==> src/rtl/safe_pkg.sv <==
// Shared definitions for the safe controller: panel channel indices and the
// 2-bit debounce state encoding used by the conditioner, decoder and master FSM.
package safe_pkg;

  localparam int CH_A       = 0;
  localparam int CH_B       = 1;
  localparam int CH_LOCK    = 2;
  localparam int CH_OPEN    = 3;
  localparam int CH_DOORCLS = 4;
  localparam int N_CH       = 5;

  localparam logic [1:0] ST_LO  = 2'd0;
  localparam logic [1:0] ST_WHI = 2'd1;
  localparam logic [1:0] ST_HI  = 2'd2;
  localparam logic [1:0] ST_WLO = 2'd3;

  function automatic logic [N_CH-1:0] ch_bit(input int ch);
    return N_CH'(1) << ch;
  endfunction

endpackage

==> src/rtl/safe_input_conditioner_if.sv <==
// Panel-input bundle between the raw switch side (master) and the conditioner (slave).
// No handshake: raw is sampled every clock, level/rise/fall are registered every clock.
interface safe_input_conditioner_if #(
  parameter int N_IN = 5
);
  logic [N_IN-1:0]   raw;
  logic [N_IN-1:0]   level;
  logic [N_IN-1:0]   rise;
  logic [N_IN-1:0]   fall;
  logic [2*N_IN-1:0] dbg_state;

  modport master (output raw, input level, rise, fall, dbg_state);
  modport slave  (input raw, output level, rise, fall, dbg_state);
endinterface

==> src/rtl/safe_deb_channel.sv <==
// One conditioned bit: synchroniser, 4-state debounce FSM with counter and,
// when SAFE_INPUT_AUTOREPEAT_EN is defined, a hold/repeat pulse generator.
module safe_deb_channel
  import safe_pkg::*;
#(
  parameter int SYNC_STAGES = 2,
  parameter int DEB_CYCLES  = 20,
  parameter int HOLD_DLY    = 500,
  parameter int REPEAT_PER  = 150,
  parameter bit REPEAT_EN   = 1'b0
) (
  input  logic       clk,
  input  logic       rst,
  input  logic       raw_i,
  output logic       level_o,
  output logic       rise_o,
  output logic       fall_o,
  output logic [1:0] state_o
);

  localparam int CW = $clog2(DEB_CYCLES + 1);
  localparam logic [CW-1:0] CNT_LAST = CW'(DEB_CYCLES - 1);

  logic [SYNC_STAGES-1:0] sync_q;
  logic                   s;
  logic [1:0]             state_q, state_d;
  logic [CW-1:0]          cnt_q, cnt_d;
  logic                   level_q, level_d;
  logic                   rise_q, rise_d;
  logic                   fall_q, fall_d;
  logic                   rep_pulse;

  assign s = sync_q[SYNC_STAGES-1];

  always_comb begin
    state_d = state_q;
    cnt_d   = cnt_q;
    level_d = level_q;
    rise_d  = 1'b0;
    fall_d  = 1'b0;
    case (state_q)
      ST_LO: begin
        // With DEB_CYCLES=1 the first high sample is already enough to accept.
        if (s) begin
          if (CNT_LAST == '0) begin
            state_d = ST_HI;
            level_d = 1'b1;
            rise_d  = 1'b1;
            cnt_d   = '0;
          end else begin
            state_d = ST_WHI;
            cnt_d   = CW'(1);
          end
        end
      end
      ST_WHI: begin
        if (!s) begin
          state_d = ST_LO;
          cnt_d   = '0;
        end else if (cnt_q == CNT_LAST) begin
          state_d = ST_HI;
          cnt_d   = '0;
          level_d = 1'b1;
          rise_d  = 1'b1;
        end else begin
          cnt_d = cnt_q + CW'(1);
        end
      end
      ST_HI: begin
        if (!s) begin
          if (CNT_LAST == '0) begin
            state_d = ST_LO;
            level_d = 1'b0;
            fall_d  = 1'b1;
            cnt_d   = '0;
          end else begin
            state_d = ST_WLO;
            cnt_d   = CW'(1);
          end
        end else begin
          rise_d = rep_pulse;
        end
      end
      ST_WLO: begin
        if (s) begin
          state_d = ST_HI;
          cnt_d   = '0;
        end else if (cnt_q == CNT_LAST) begin
          state_d = ST_LO;
          cnt_d   = '0;
          level_d = 1'b0;
          fall_d  = 1'b1;
        end else begin
          cnt_d = cnt_q + CW'(1);
        end
      end
      default: begin
        state_d = ST_LO;
        cnt_d   = '0;
        level_d = 1'b0;
      end
    endcase
  end

  always_ff @(posedge clk or negedge rst) begin
    if (!rst) begin
      sync_q  <= '0;
      state_q <= ST_LO;
      cnt_q   <= '0;
      level_q <= 1'b0;
      rise_q  <= 1'b0;
      fall_q  <= 1'b0;
    end else begin
      sync_q  <= {sync_q[SYNC_STAGES-2:0], raw_i};
      state_q <= state_d;
      cnt_q   <= cnt_d;
      level_q <= level_d;
      rise_q  <= rise_d;
      fall_q  <= fall_d;
    end
  end

`ifdef SAFE_INPUT_AUTOREPEAT_EN
  if (REPEAT_EN) begin : g_rep
    localparam int HW = $clog2(HOLD_DLY + 1);
    localparam int PW = $clog2(REPEAT_PER + 1);
    logic [HW-1:0] hold_q;
    logic [PW-1:0] per_q;
    logic          in_hold;

    // Counting only while the press is still being held in ST_HI.
    assign in_hold = (state_q == ST_HI) && s;

    always_ff @(posedge clk or negedge rst) begin
      if (!rst) begin
        hold_q <= '0;
        per_q  <= '0;
      end else if (!in_hold) begin
        hold_q <= '0;
        per_q  <= '0;
      end else if (hold_q != HW'(HOLD_DLY)) begin
        hold_q <= hold_q + HW'(1);
      end else if (per_q == PW'(REPEAT_PER - 1)) begin
        per_q <= '0;
      end else begin
        per_q <= per_q + PW'(1);
      end
    end

    assign rep_pulse = in_hold &&
                       ((hold_q == HW'(HOLD_DLY - 1)) ||
                        ((hold_q == HW'(HOLD_DLY)) && (per_q == PW'(REPEAT_PER - 1))));
  end else begin : g_norep
    assign rep_pulse = 1'b0;
  end
`else
  assign rep_pulse = 1'b0;
`endif

  assign level_o = level_q;
  assign rise_o  = rise_q;
  assign fall_o  = fall_q;
  assign state_o = state_q;

endmodule

==> src/rtl/safe_input_conditioner.sv <==
// Synchronises and debounces all panel inputs; one safe_deb_channel per bit.
// Optional auto-repeat on held buttons is built when SAFE_INPUT_AUTOREPEAT_EN is defined.
module safe_input_conditioner
  import safe_pkg::*;
#(
  parameter int              N_IN        = 5,
  parameter int              SYNC_STAGES = 2,
  parameter int              DEB_CYCLES  = 20,
  parameter int              HOLD_DLY    = 500,
  parameter int              REPEAT_PER  = 150,
  parameter logic [N_IN-1:0] REPEAT_MASK = N_IN'(5'b00011)
) (
  input  logic                     clk,
  input  logic                     rst,
  safe_input_conditioner_if.slave  bus
);

  logic [N_IN-1:0]   level_w;
  logic [N_IN-1:0]   rise_w;
  logic [N_IN-1:0]   fall_w;
  logic [2*N_IN-1:0] state_w;

  for (genvar i = 0; i < N_IN; i++) begin : g_ch
    safe_deb_channel #(
      .SYNC_STAGES (SYNC_STAGES),
      .DEB_CYCLES  (DEB_CYCLES),
      .HOLD_DLY    (HOLD_DLY),
      .REPEAT_PER  (REPEAT_PER),
      .REPEAT_EN   (REPEAT_MASK[i])
    ) u_ch (
      .clk     (clk),
      .rst     (rst),
      .raw_i   (bus.raw[i]),
      .level_o (level_w[i]),
      .rise_o  (rise_w[i]),
      .fall_o  (fall_w[i]),
      .state_o (state_w[2*i +: 2])
    );
  end

  assign bus.level     = level_w;
  assign bus.rise      = rise_w;
  assign bus.fall      = fall_w;
  assign bus.dbg_state = state_w;

endmodule

==> src/flat_wrapper.sv <==
// flat-port wrapper written by rule: the top's interface ports become plain ports
module safe_input_conditioner_flat import safe_pkg::*;
#(
  parameter int              N_IN        = 5,
  parameter int              SYNC_STAGES = 2,
  parameter int              DEB_CYCLES  = 20,
  parameter int              HOLD_DLY    = 500,
  parameter int              REPEAT_PER  = 150,
  parameter logic [N_IN-1:0] REPEAT_MASK = N_IN'(5'b00011)
)
  (clk, rst, bus_raw, bus_level, bus_rise, bus_fall, bus_dbg_state);
  safe_input_conditioner_if #(.N_IN(N_IN)) bus_i ();
  input  logic clk;
  input  logic rst;
  input wire logic [$bits(bus_i.raw)-1:0] bus_raw;
  output wire logic [$bits(bus_i.level)-1:0] bus_level;
  output wire logic [$bits(bus_i.rise)-1:0] bus_rise;
  output wire logic [$bits(bus_i.fall)-1:0] bus_fall;
  output wire logic [$bits(bus_i.dbg_state)-1:0] bus_dbg_state;
  assign bus_i.raw = bus_raw;
  assign bus_level = bus_i.level;
  assign bus_rise = bus_i.rise;
  assign bus_fall = bus_i.fall;
  assign bus_dbg_state = bus_i.dbg_state;
  safe_input_conditioner #(.N_IN(N_IN), .SYNC_STAGES(SYNC_STAGES), .DEB_CYCLES(DEB_CYCLES), .HOLD_DLY(HOLD_DLY), .REPEAT_PER(REPEAT_PER), .REPEAT_MASK(REPEAT_MASK)) u_core (.clk(clk), .rst(rst), .bus(bus_i));
endmodule
==> config.mk <==
export PLATFORM = sky130hd
export DESIGN_NAME = safe_input_conditioner_flat
export DESIGN_NICKNAME = d
export VERILOG_FILES = /design/src/rtl/safe_pkg.sv /design/src/rtl/safe_input_conditioner_if.sv /design/src/rtl/safe_deb_channel.sv /design/src/rtl/safe_input_conditioner.sv /design/src/flat_wrapper.sv
export SDC_FILE = /design/constraint.sdc
export NUM_CORES = 1
export LEC_CHECK = 0
export ABC_AREA = 1
export CAP_MARGIN = 20
export CORE_MARGIN = 2
export CORE_UTILIZATION = 51
export CTS_CLUSTER_DIAMETER = 150
export CTS_CLUSTER_SIZE = 10
export DETAILED_ROUTE_END_ITERATION = 10
export PLACE_DENSITY = 0.87
export SYNTH_ARGS = -nofsm -noshare
export SYNTH_HDL_FRONTEND = slang
export SYNTH_HIERARCHICAL = 1
export SYNTH_SLANG_ARGS = --single-unit
==> constraint.sdc <==
create_clock -name clk -period 1.4 [get_ports clk]
set_clock_uncertainty 0.15 [all_clocks]
set_input_delay 0.14 -clock clk [delete_from_list [all_inputs] [get_ports clk]]
set_output_delay 0.14 -clock clk [all_outputs]
set_load 0.02 [all_outputs]
==> results of run 1 <==
## state kept, by name, indices dropped and copies added, names as in the netlist, named ones only
signal	cells
u_core/g_ch.u_ch/state_o	5
u_core/g_ch.u_ch/fall_o	5
u_core/g_ch.u_ch/cnt_q	25
u_core/g_ch.u_ch/rise_o	5
u_core/g_ch.u_ch/level_o	5
u_core/g_ch.u_ch/sync_q	10
## cell usage in the layout, fill, tap and decap left out
| cell type | synthesis | final |
|---|---|---|
| inv_2 | 10 | 10 |
| dfrtp_1 | 60 | 60 |
| a21oi_1 | 5 | 5 |
| nor2_2 | 9 | 9 |
| ha_4 | 0 | 4 |
| xor2_1 | 5 | 5 |
| nand2_2 | 16 | 16 |
| nor2_1 | 10 | 10 |
| clkinv_2 | 0 | 6 |
| o21bai_1 | 5 | 5 |
| nand3_2 | 5 | 7 |
| clkbuf_2 | 0 | 3 |
| nand2_4 | 4 | 4 |
| clkdlybuf4s50_1 | 0 | 5 |
| clkbuf_8 | 0 | 10 |
| o21ai_2 | 1 | 1 |
| inv_1 | 30 | 30 |
| buf_4 | 0 | 18 |
| nand2_1 | 119 | 119 |
| clkdlybuf4s15_1 | 0 | 1 |
| nand3_1 | 24 | 22 |
| dlygate4sd2_1 | 0 | 21 |
| buf_12 | 0 | 2 |
| nor2_4 | 6 | 6 |
| nand4_1 | 15 | 15 |
| ha_2 | 0 | 1 |
| buf_2 | 4 | 1 |
| dlygate4sd3_1 | 0 | 1 |
| inv_4 | 4 | 4 |
## through the flow
step                      util, %  hold WS (ns)  setup TNS [ns]
after global placement       61.3       -0.0610               0
after floorplan                 -        -0.306               0
after CTS                    64.1        0.0767               0
after detailed placement     61.3       -0.0596       -0.000141
after global routing         65.7        0.0856         -0.0344
final                        65.7        0.0901               0
## layout make-up
class	count	area share, %
flip-flops and latches	60	41.2
repair buffers	52	12.3
clock inverters	6	0.825
multi-input cells	229	34.5
inverters	44	4.81
well taps	72	2.47
clock buffers	10	3.78
## power groups by stage
| stage | Clock (W) | Combinational, W | Sequential, W |
|---|---|---|---|
| final | 0.00130 | 0.000467 | 0.00189 |
| after global routing | 0.00143 | 0.000515 | 0.00190 |
| after CTS | 0.00136 | 0.000410 | 0.00188 |
| after detailed placement | 0 | 0.000408 | 0.00191 |
| after global placement | 0 | 0.000384 | 0.00190 |
| after floorplan | 0 | 0.000242 | 0.00190 |
## repair_timing
item,in CTS,in global routing
endpoints found under the hold margin,60,0
hold buffers,1,0
gates resized for setup,29,14
pin swaps,0,6
setup buffers,0,6
endpoints found under the setup margin,32,36
## final timing paths
path,startpoint,end,slack (ns),depth (start not counted)
max in group asynchronous,rst,u_core/g_ch[4].u_ch/rise_o$_DFF_PN0_,0.54,3
setup / recovery,register,bus_dbg_state[1],0.04,1
hold / removal,bus_raw[4],u_core/g_ch[4].u_ch/sync_q[0]$_DFF_PN0_,0.09,1
min in group asynchronous,rst,u_core/g_ch[1].u_ch/state_o[0]$_DFFE_PN0P_,0.10,2
hold reg to reg,u_core/g_ch[4].u_ch/sync_q[0]$_DFF_PN0_,u_core/g_ch[4].u_ch/sync_q[1]$_DFF_PN0_,0.20,0
setup reg to reg,u_core/g_ch[3].u_ch/cnt_q[1]$_DFFE_PN0P_,u_core/g_ch[3].u_ch/cnt_q[4]$_DFFE_PN0P_,0.05,6
## synth_stat cells
cell type,number
nand2_1,119
dfrtp_1,60
inv_1,30
nand3_1,24
nand2_2,16
nand4_1,15
inv_2,10
nor2_1,10
nor2_2,9
nor2_4,6
a21oi_1,5
buf_6,5
ha_1,5
nand3_2,5
o21bai_1,5
xor2_1,5
buf_2,4
inv_4,4
nand2_4,4
o21ai_2,1
## layer usage
layer | wire length, um | track usage (%) | share of wire, % | vias to the layer above
met5 | 0 | 0 | 0 | -
met4 | 120 | 8.47 | 2.0 | 0
met3 | 242 | 6.56 | 4.1 | 13
met2 | 3280 | 35.9 | 55 | 53
met1 | 2310 | 20.8 | 39 | 1135
li1 | - | - | - | 1174
## logic make-up (layout without fill, tap and decap cells)
group / after synthesis / after routing / synth area share (%)
AOI/OAI and AO/OA: 11 / 11 / 2.42
and+or+nand+nor: 208 / 208 / 34.5
buffers and inverters: 53 / 112 / 8.53
xor gates and xnor gates: 5 / 5 / 1.49
adders and majority gates: 5 / 5 / 2.12
DFF: 60 / 60 / 50.9
==> impl_metrics.json, run 1 <==
{
  "grt_max_degree": 27,
  "final_nets": 408,
  "vias": 2375,
  "via_per_inst": 5.02,
  "wl_per_cell_um": 12.6,
  "p_sw_w": 0.000964,
  "ant_nets": 0,
  "crit_path_end_kind": "primary output",
  "worstSetupPathType": "register to primary output",
  "drive_gt1_share_pct": 25.4,
  "dp.cells": 450,
  "cpLargestDelayFamily": "flip-flops",
  "crit_chain": "dlygate4sd2_1",
  "slowest_stage": "dfrtp_1",
  "num_rows": 27,
  "worst_pin_slew_ns": 0.387,
  "p_comb_share_pct": 12.8,
  "drc": 0,
  "p_per_area_nw_per_um2": 1010,
  "grt.overflow.total": 0,
  "min_period_ns": 1.36,
  "total_power_w": 0.00366,
  "die_area_um2": 6400,
  "yosysWarningCount": 6,
  "hold_class": "input pin to register",
  "antenna_cells": 0,
  "area_delta_synth_final_pct": 23.5,
  "track_usage_pct": 19.8,
  "status": "finished, final reports clean",
  "drtPass1Iterations": 4,
  "fillers": 444,
  "htree_levels": 3,
  "synth.distinct_cells": 20,
  "slew_viol_final": 0,
  "setup_violations": 0,
  "grt_pass1_vias": 2352,
  "dp_hpwl_mm": 4.22,
  "p_clk_share_pct": 35.6,
  "vdd_drop_max_mv": 0.858,
  "yosysTopAreaCellShare_pct": 50.9,
  "clkSlewWorstSetupHoldPaths_ns": 0.06,
  "syn_avg_cell_area_um2": 8.62,
  "multi_input_area_um2": 1260,
  "swShare_pct": 26.4,
  "seq_power_share_pct": 51.6,
  "cts_tree": "yes",
  "slew_headroom_pct": 74.2,
  "place_congestion": 0.859,
  "seqCellArea_um2": 1500,
  "cts.sinks": 60,
  "syn_inst": 342,
  "ioPinCount": 32,
  "p_leak_nw": 2.03,
  "cts_buffer_depth": 2,
  "die_y_um": 80.0,
  "portBuffers": 31,
  "place_area_um2": 3400,
  "start_util_pct": 53.2,
  "synth_seq_cells": 60,
  "clkLatencyLatePin_ns": 0.34,
  "path_buf_inv": 1,
  "synth_area_um2": 2950,
  "core_um2": 5540,
  "die_w_um": 80.0,
  "finalHoldViolCount": 0,
  "p_int_w": 0.00270,
  "arrival_ns": 1.07,
  "synth_seq_area_share_pct": 50.9,
  "post-synth-top-area-cell": "dfrtp_1",
  "pre_cts_slack_ns": -0.000141,
  "first_iter_violations": 87,
  "synthTopCellsByArea": "dfrtp_1 (51%), nand2_1 (15%), nand3_1 (4.1%), inv_1 (3.8%), nand2_2 (3.4%)",
  "max_freq_mhz": 735,
  "critical_path.max_stage_delay_ns": 0.40,
  "required_ns": 1.11,
  "setup_ws_ns": 0.0396,
  "root_buffer": "clkbuf_8",
  "drt-total-wl_mm": 5.95,
  "worstSetupStartpointType": "register",
  "syn-num-nets": 354,
  "grt_pass1_wl_mm": 9.69,
  "min_period_over_period_pct": 97.2,
  "crit_path_max_fanout": 4,
  "design_area_um2": 3640,
  "drv_cap": 0,
  "finalNonFillerCells": 473,
  "grt_antenna_before_repair": 0,
  "cts_buffers": 9
}
Note: power is estimated with default switching activity, not from simulation.
==> run 2, diff against run 1 <==
- REMOVE_ABC_BUFFERS: unset -> 1
- SLEW_MARGIN: unset -> 0
==> impl_metrics.json, run 2 (synthesis gave the netlist of run 1 again) <==
{
  "core_um2": 5540,
  "cts.sinks": 60,
  "final_nets": 403,
  "crit_path_end_kind": "primary output",
  "cts_buffers": 9,
  "slowest_stage": "dfrtp_1",
  "crit_path_max_fanout": 4,
  "worstSetupStartpointType": "register",
  "min_period_ns": 1.36,
  "ioPinCount": 32,
  "hold_ws_ns": 0.0877,
  "min_period_over_period_pct": 96.9,
  "root_buffer": "clkbuf_8",
  "grt_antenna_before_repair": 0,
  "final_common_cell": "nand2_1",
  "top_register": "u_core/g_ch.u_ch/cnt_q",
  "num_rows": 27,
  "clkLatencyLatePin_ns": 0.34,
  "die_w_um": 80.0,
  "status": "finished, final reports clean",
  "slew_headroom_pct": 79.1,
  "drc": 0,
  "cpLargestDelayFamily": "flip-flops",
  "critical_path.max_stage_delay_ns": 0.40,
  "finalHoldViolCount": 0,
  "layout_common_cells": "nand2_1 (119), dfrtp_1 (59), inv_1 (30)",
  "drt-total-wl_mm": 5.56,
  "hold_class": "input pin to register",
  "worst_pin_slew_ns": 0.314,
  "total_power_w": 0.00367,
  "cts_tree": "yes",
  "setup_violations": 0,
  "worstSetupPathType": "register to primary output",
  "grt_max_degree": 61,
  "arrival_ns": 1.07,
  "max_freq_mhz": 737,
  "first_iter_violations": 166,
  "start_util_pct": 53.2,
  "antenna_cells": 0,
  "slew_viol_final": 0,
  "portBuffers": 31,
  "p_leak_nw": 1.98,
  "htree_levels": 3,
  "die_y_um": 80.0,
  "track_usage_pct": 19.1,
  "place_congestion": 0.810,
  "p_per_area_nw_per_um2": 1030,
  "path_buf_inv": 1,
  "grt.overflow.total": 0,
  "area_delta_synth_final_pct": 21.3,
  "grt_pass1_vias": 2193,
  "largest_reg_flops": 25,
  "drv_cap": 0,
  "die_area_um2": 6400,
  "via_per_inst": 5.02,
  "vias": 2344,
  "ant_nets": 0,
  "grt_pass1_wl_mm": 9.32,
  "clkSlewWorstSetupHoldPaths_ns": 0.07,
  "top_regs": "u_core/g_ch.u_ch/cnt_q (25), u_core/g_ch.u_ch/sync_q (10)",
  "crit_chain": "clkdlybuf4s15_1",
  "required_ns": 1.11,
  "drtPass1Iterations": 4,
  "drive_gt1_share_pct": 23.0,
  "vdd_drop_max_mv": 0.662,
  "dp_hpwl_mm": 3.89,
  "wl_per_cell_um": 11.9,
  "cts_buffer_depth": 2
}
run 2: stage by stage:
step / cell area [um2] / TNS, ns / utilization, % / setup slack [ns] / instances
3_5_place_dp: 3380 / -0.0102 / 61.0 / -0.0102 / 449
2_1_floorplan: 2870 / 0 / - / 0.0857 / 333
3_3_place_gp: 3380 / 0 / 61.0 / 0.0767 / 449
4_1_cts: 3530 / 0 / 63.7 / 0.00426 / 465
5_1_grt: 3580 / -0.00936 / 64.6 / -0.00936 / 467
6_report: 3580 / 0 / 64.6 / 0.0432 / 467
run 2: path summary, 6_finish.rpt:
kind,from,endpoint,slack (ns),cells past startpoint
hold reg to reg,u_core/g_ch[3].u_ch/sync_q[0]$_DFF_PN0_,u_core/g_ch[3].u_ch/sync_q[1]$_DFF_PN0_,0.19,0
min in group asynchronous,rst,u_core/g_ch[1].u_ch/sync_q[0]$_DFF_PN0_,0.18,3
hold / removal,bus_raw[4],u_core/g_ch[4].u_ch/sync_q[0]$_DFF_PN0_,0.09,1
setup reg to reg,u_core/g_ch[0].u_ch/cnt_q[1]$_DFFE_PN0P_,register,0.06,6
max in group asynchronous,rst,u_core/g_ch[4].u_ch/cnt_q[1]$_DFFE_PN0P_,0.65,3
setup / recovery,register,bus_dbg_state[7],0.04,1
run 2: cell type report:
class	instances	area, um2
Clock buffer	13	159
Sequential cell	60	1500
Multi-Input combinational cell	229	1230
Timing Repair Buffer	47	405
Clock inverter	2	10.0
Inverter	44	175
Tap cell	72	90.1
Fill cell	458	1960
run 2: what timing repair did:
action	4_1_cts	5_1_grt
setup endpoints to repair	27	34
setup buffers	0	2
hold buffers	1	0
resized for setup	27	13
pin swaps	0	2
endpoints found under the hold margin	60	0
run 2: where the power goes:
group / total (W) / internal (W) / switching (W)
registers: 0.00188 / 0.00181 / 0.0000770
logic: 0.000430 / 0.000196 / 0.000234
clock network: 0.00136 / 0.000724 / 0.000637
total: 0.00367 / 0.00273 / 0.000948
run 2: layer usage:
| metal | vias to the layer above | global-route usage [%] | part of all wire [%] |
|---|---|---|---|
| met2 | 36 | 32.5 | 52 |
| li1 | 1162 | - | - |
| met1 | 1131 | 22.2 | 42 |
| met4 | 0 | 11.0 | 2.4 |
| met5 | - | 0 | 0 |
| met3 | 15 | 3.85 | 3.6 |
run 2: worst register-to-register path, stage by stage (launching register included):
cell and delay (ns):
dfrtp_1 0.41, ha_4 0.18, nand2_2 0.09, nor2_4 0.19, nand3_2 0.10, nand2_1 0.09, inv_1 0.04
==> run 3, diff against run 2 <==
- CORE_ASPECT_RATIO: unset -> 1.75
- CTS_CLUSTER_SIZE: 10 -> unset
==> impl_metrics.json, run 3 (synthesis gave the netlist of run 1 again) <==
{
  "worstSetupStartpointType": "register",
  "final_core_util_pct": 63.6,
  "slew_headroom_pct": 79.0,
  "grt_max_degree": 61,
  "grt_antenna_before_repair": 0,
  "critical_path.max_stage_delay_ns": 0.37,
  "wl_per_cell_um": 12.1,
  "clkSlewWorstSetupHoldPaths_ns": 0.06,
  "die_w_um": 61.5,
  "design_area_um2": 3550,
  "finalHoldViolCount": 0,
  "worstSetupPathType": "register to primary output",
  "final_nets": 400,
  "path_depth": 1,
  "drtPass1Iterations": 4,
  "path_buf_inv": 1,
  "slew_viol_final": 0,
  "p_per_area_nw_per_um2": 998,
  "required_ns": 1.11,
  "largest_reg_flops": 25,
  "cts_buffer_depth": 2,
  "grt.overflow.total": 0,
  "drc": 0,
  "p_leak_nw": 1.96,
  "cts_tree": "yes",
  "track_usage_pct": 19.5,
  "min_period_ns": 1.35,
  "ioPinCount": 32,
  "status": "finished, final reports clean",
  "dp_hpwl_mm": 3.84,
  "cts_buffers": 9,
  "final_common_cell": "nand2_1",
  "grt_pass1_vias": 2346,
  "reg2regPathDepth": 6,
  "crit_path_end_kind": "primary output",
  "htree_levels": 3,
  "start_util_pct": 52.8,
  "whs_path_depth": 1,
  "place_congestion": 0.812,
  "hold_class": "input pin to register",
  "drt-total-wl_mm": 5.65,
  "top_register": "u_core/g_ch.u_ch/cnt_q",
  "drive_gt1_share_pct": 22.4,
  "crit_chain": "dlygate4sd2_1",
  "area_delta_synth_final_pct": 20.5,
  "top_regs": "u_core/g_ch.u_ch/cnt_q (25), u_core/g_ch.u_ch/sync_q (10)",
  "layout_common_cells": "nand2_1 (119), dfrtp_1 (59), inv_1 (30)",
  "die_y_um": 105,
  "slowest_stage": "dlygate4sd2_1",
  "crit_path_max_fanout": 2,
  "fillers": 484,
  "arrival_ns": 1.06,
  "ant_nets": 0,
  "num_rows": 36,
  "cts.sinks": 60,
  "pre_cts_slack_ns": 0.0000390,
  "vias": 2299,
  "place_area_um2": 3370,
  "portBuffers": 31,
  "grt_pass1_wl_mm": 9.40,
  "vdd_drop_max_mv": 0.943,
  "core_um2": 5590,
  "clkLatencyLatePin_ns": 0.34,
  "min_period_over_period_pct": 96.5,
  "cpLargestDelayFamily": "buffers and inverters",
  "setup_violations": 0,
  "die_area_um2": 6430,
  "setup_ws_ns": 0.0486,
  "first_iter_violations": 49,
  "max_freq_mhz": 740,
  "worst_pin_slew_ns": 0.315,
  "via_per_inst": 4.94,
  "drv_cap": 0,
  "antenna_cells": 0,
  "root_buffer": "clkbuf_8"
}
-- run 3: routing by layer --
metal | routed length, um | share of wire (%) | global-route usage, % | vias to the layer above
met3 | 219 | 3.9 | 5.69 | 10
met5 | 0 | 0 | 0 | -
li1 | - | - | - | 1149
met2 | 3170 | 56 | 34.1 | 45
met4 | 125 | 2.2 | 9.12 | 0
met1 | 2130 | 38 | 20.2 | 1095
-- run 3: area by class of cell --
cell class	instances	area (um2)	share of cell area, %
flip-flops and latches	60	1500	42.3
multi-input cells	229	1260	35.4
repair buffers	44	378	10.6
inverters	44	175	4.93
clock buffers	12	145	4.08
well taps	76	95.1	2.68
-- run 3: per-stage QoR --
| stage | setup TNS (ns) | total power (W) | hold WS, ns | instances |
|---|---|---|---|---|
| floorplan | 0 | 0.00212 | -0.306 | 333 |
| global placement | 0 | 0.00227 | 0.0122 | 451 |
| detailed placement | 0 | 0.00229 | 0.0175 | 451 |
| CTS | 0 | 0.00353 | 0.0810 | 464 |
| global route | -0.0213 | 0.00371 | 0.0746 | 465 |
| finish | 0 | 0.00355 | 0.0900 | 465 |
-- run 3: where the power goes --
group / total (W) / internal [W] / leakage (nW) / switching, W
sequential: 0.00190 / 0.00181 / 0.785 / 0.0000903
combinational: 0.000410 / 0.000188 / 1.10 / 0.000222
clock: 0.00124 / 0.000651 / 0.0743 / 0.000588
total: 0.00355 / 0.00265 / 1.96 / 0.000900
-- run 3: final timing paths --
check | startpoint | to | slack [ns]
worst max register to register | u_core/g_ch[0].u_ch/cnt_q[1]$_DFFE_PN0P_ | u_core/g_ch[0].u_ch/level_o$_DFFE_PN0P_ | 0.07
worst min-delay path | bus_raw[1] | u_core/g_ch[1].u_ch/sync_q[0]$_DFF_PN0_ | 0.09
worst max-delay path | u_core/g_ch[3].u_ch/level_o$_DFFE_PN0P_ | bus_level[3] | 0.05
worst min register to register | u_core/g_ch[3].u_ch/sync_q[0]$_DFF_PN0_ | u_core/g_ch[3].u_ch/sync_q[1]$_DFF_PN0_ | 0.20
min in group asynchronous | rst | u_core/g_ch[2].u_ch/cnt_q[0]$_DFFE_PN0P_ | 0.17
max in group asynchronous | rst | u_core/g_ch[4].u_ch/cnt_q[1]$_DFFE_PN0P_ | 0.64
-- run 3: repair_timing --
item | CTS | global route
cloned | 0 | 0
setup buffers | 0 | 1
setup endpoints to repair | 30 | 40
hold buffers | 1 | 0
hold endpoints to repair | 60 | 0
pin swaps | 0 | 4
resized for setup | 31 | 13
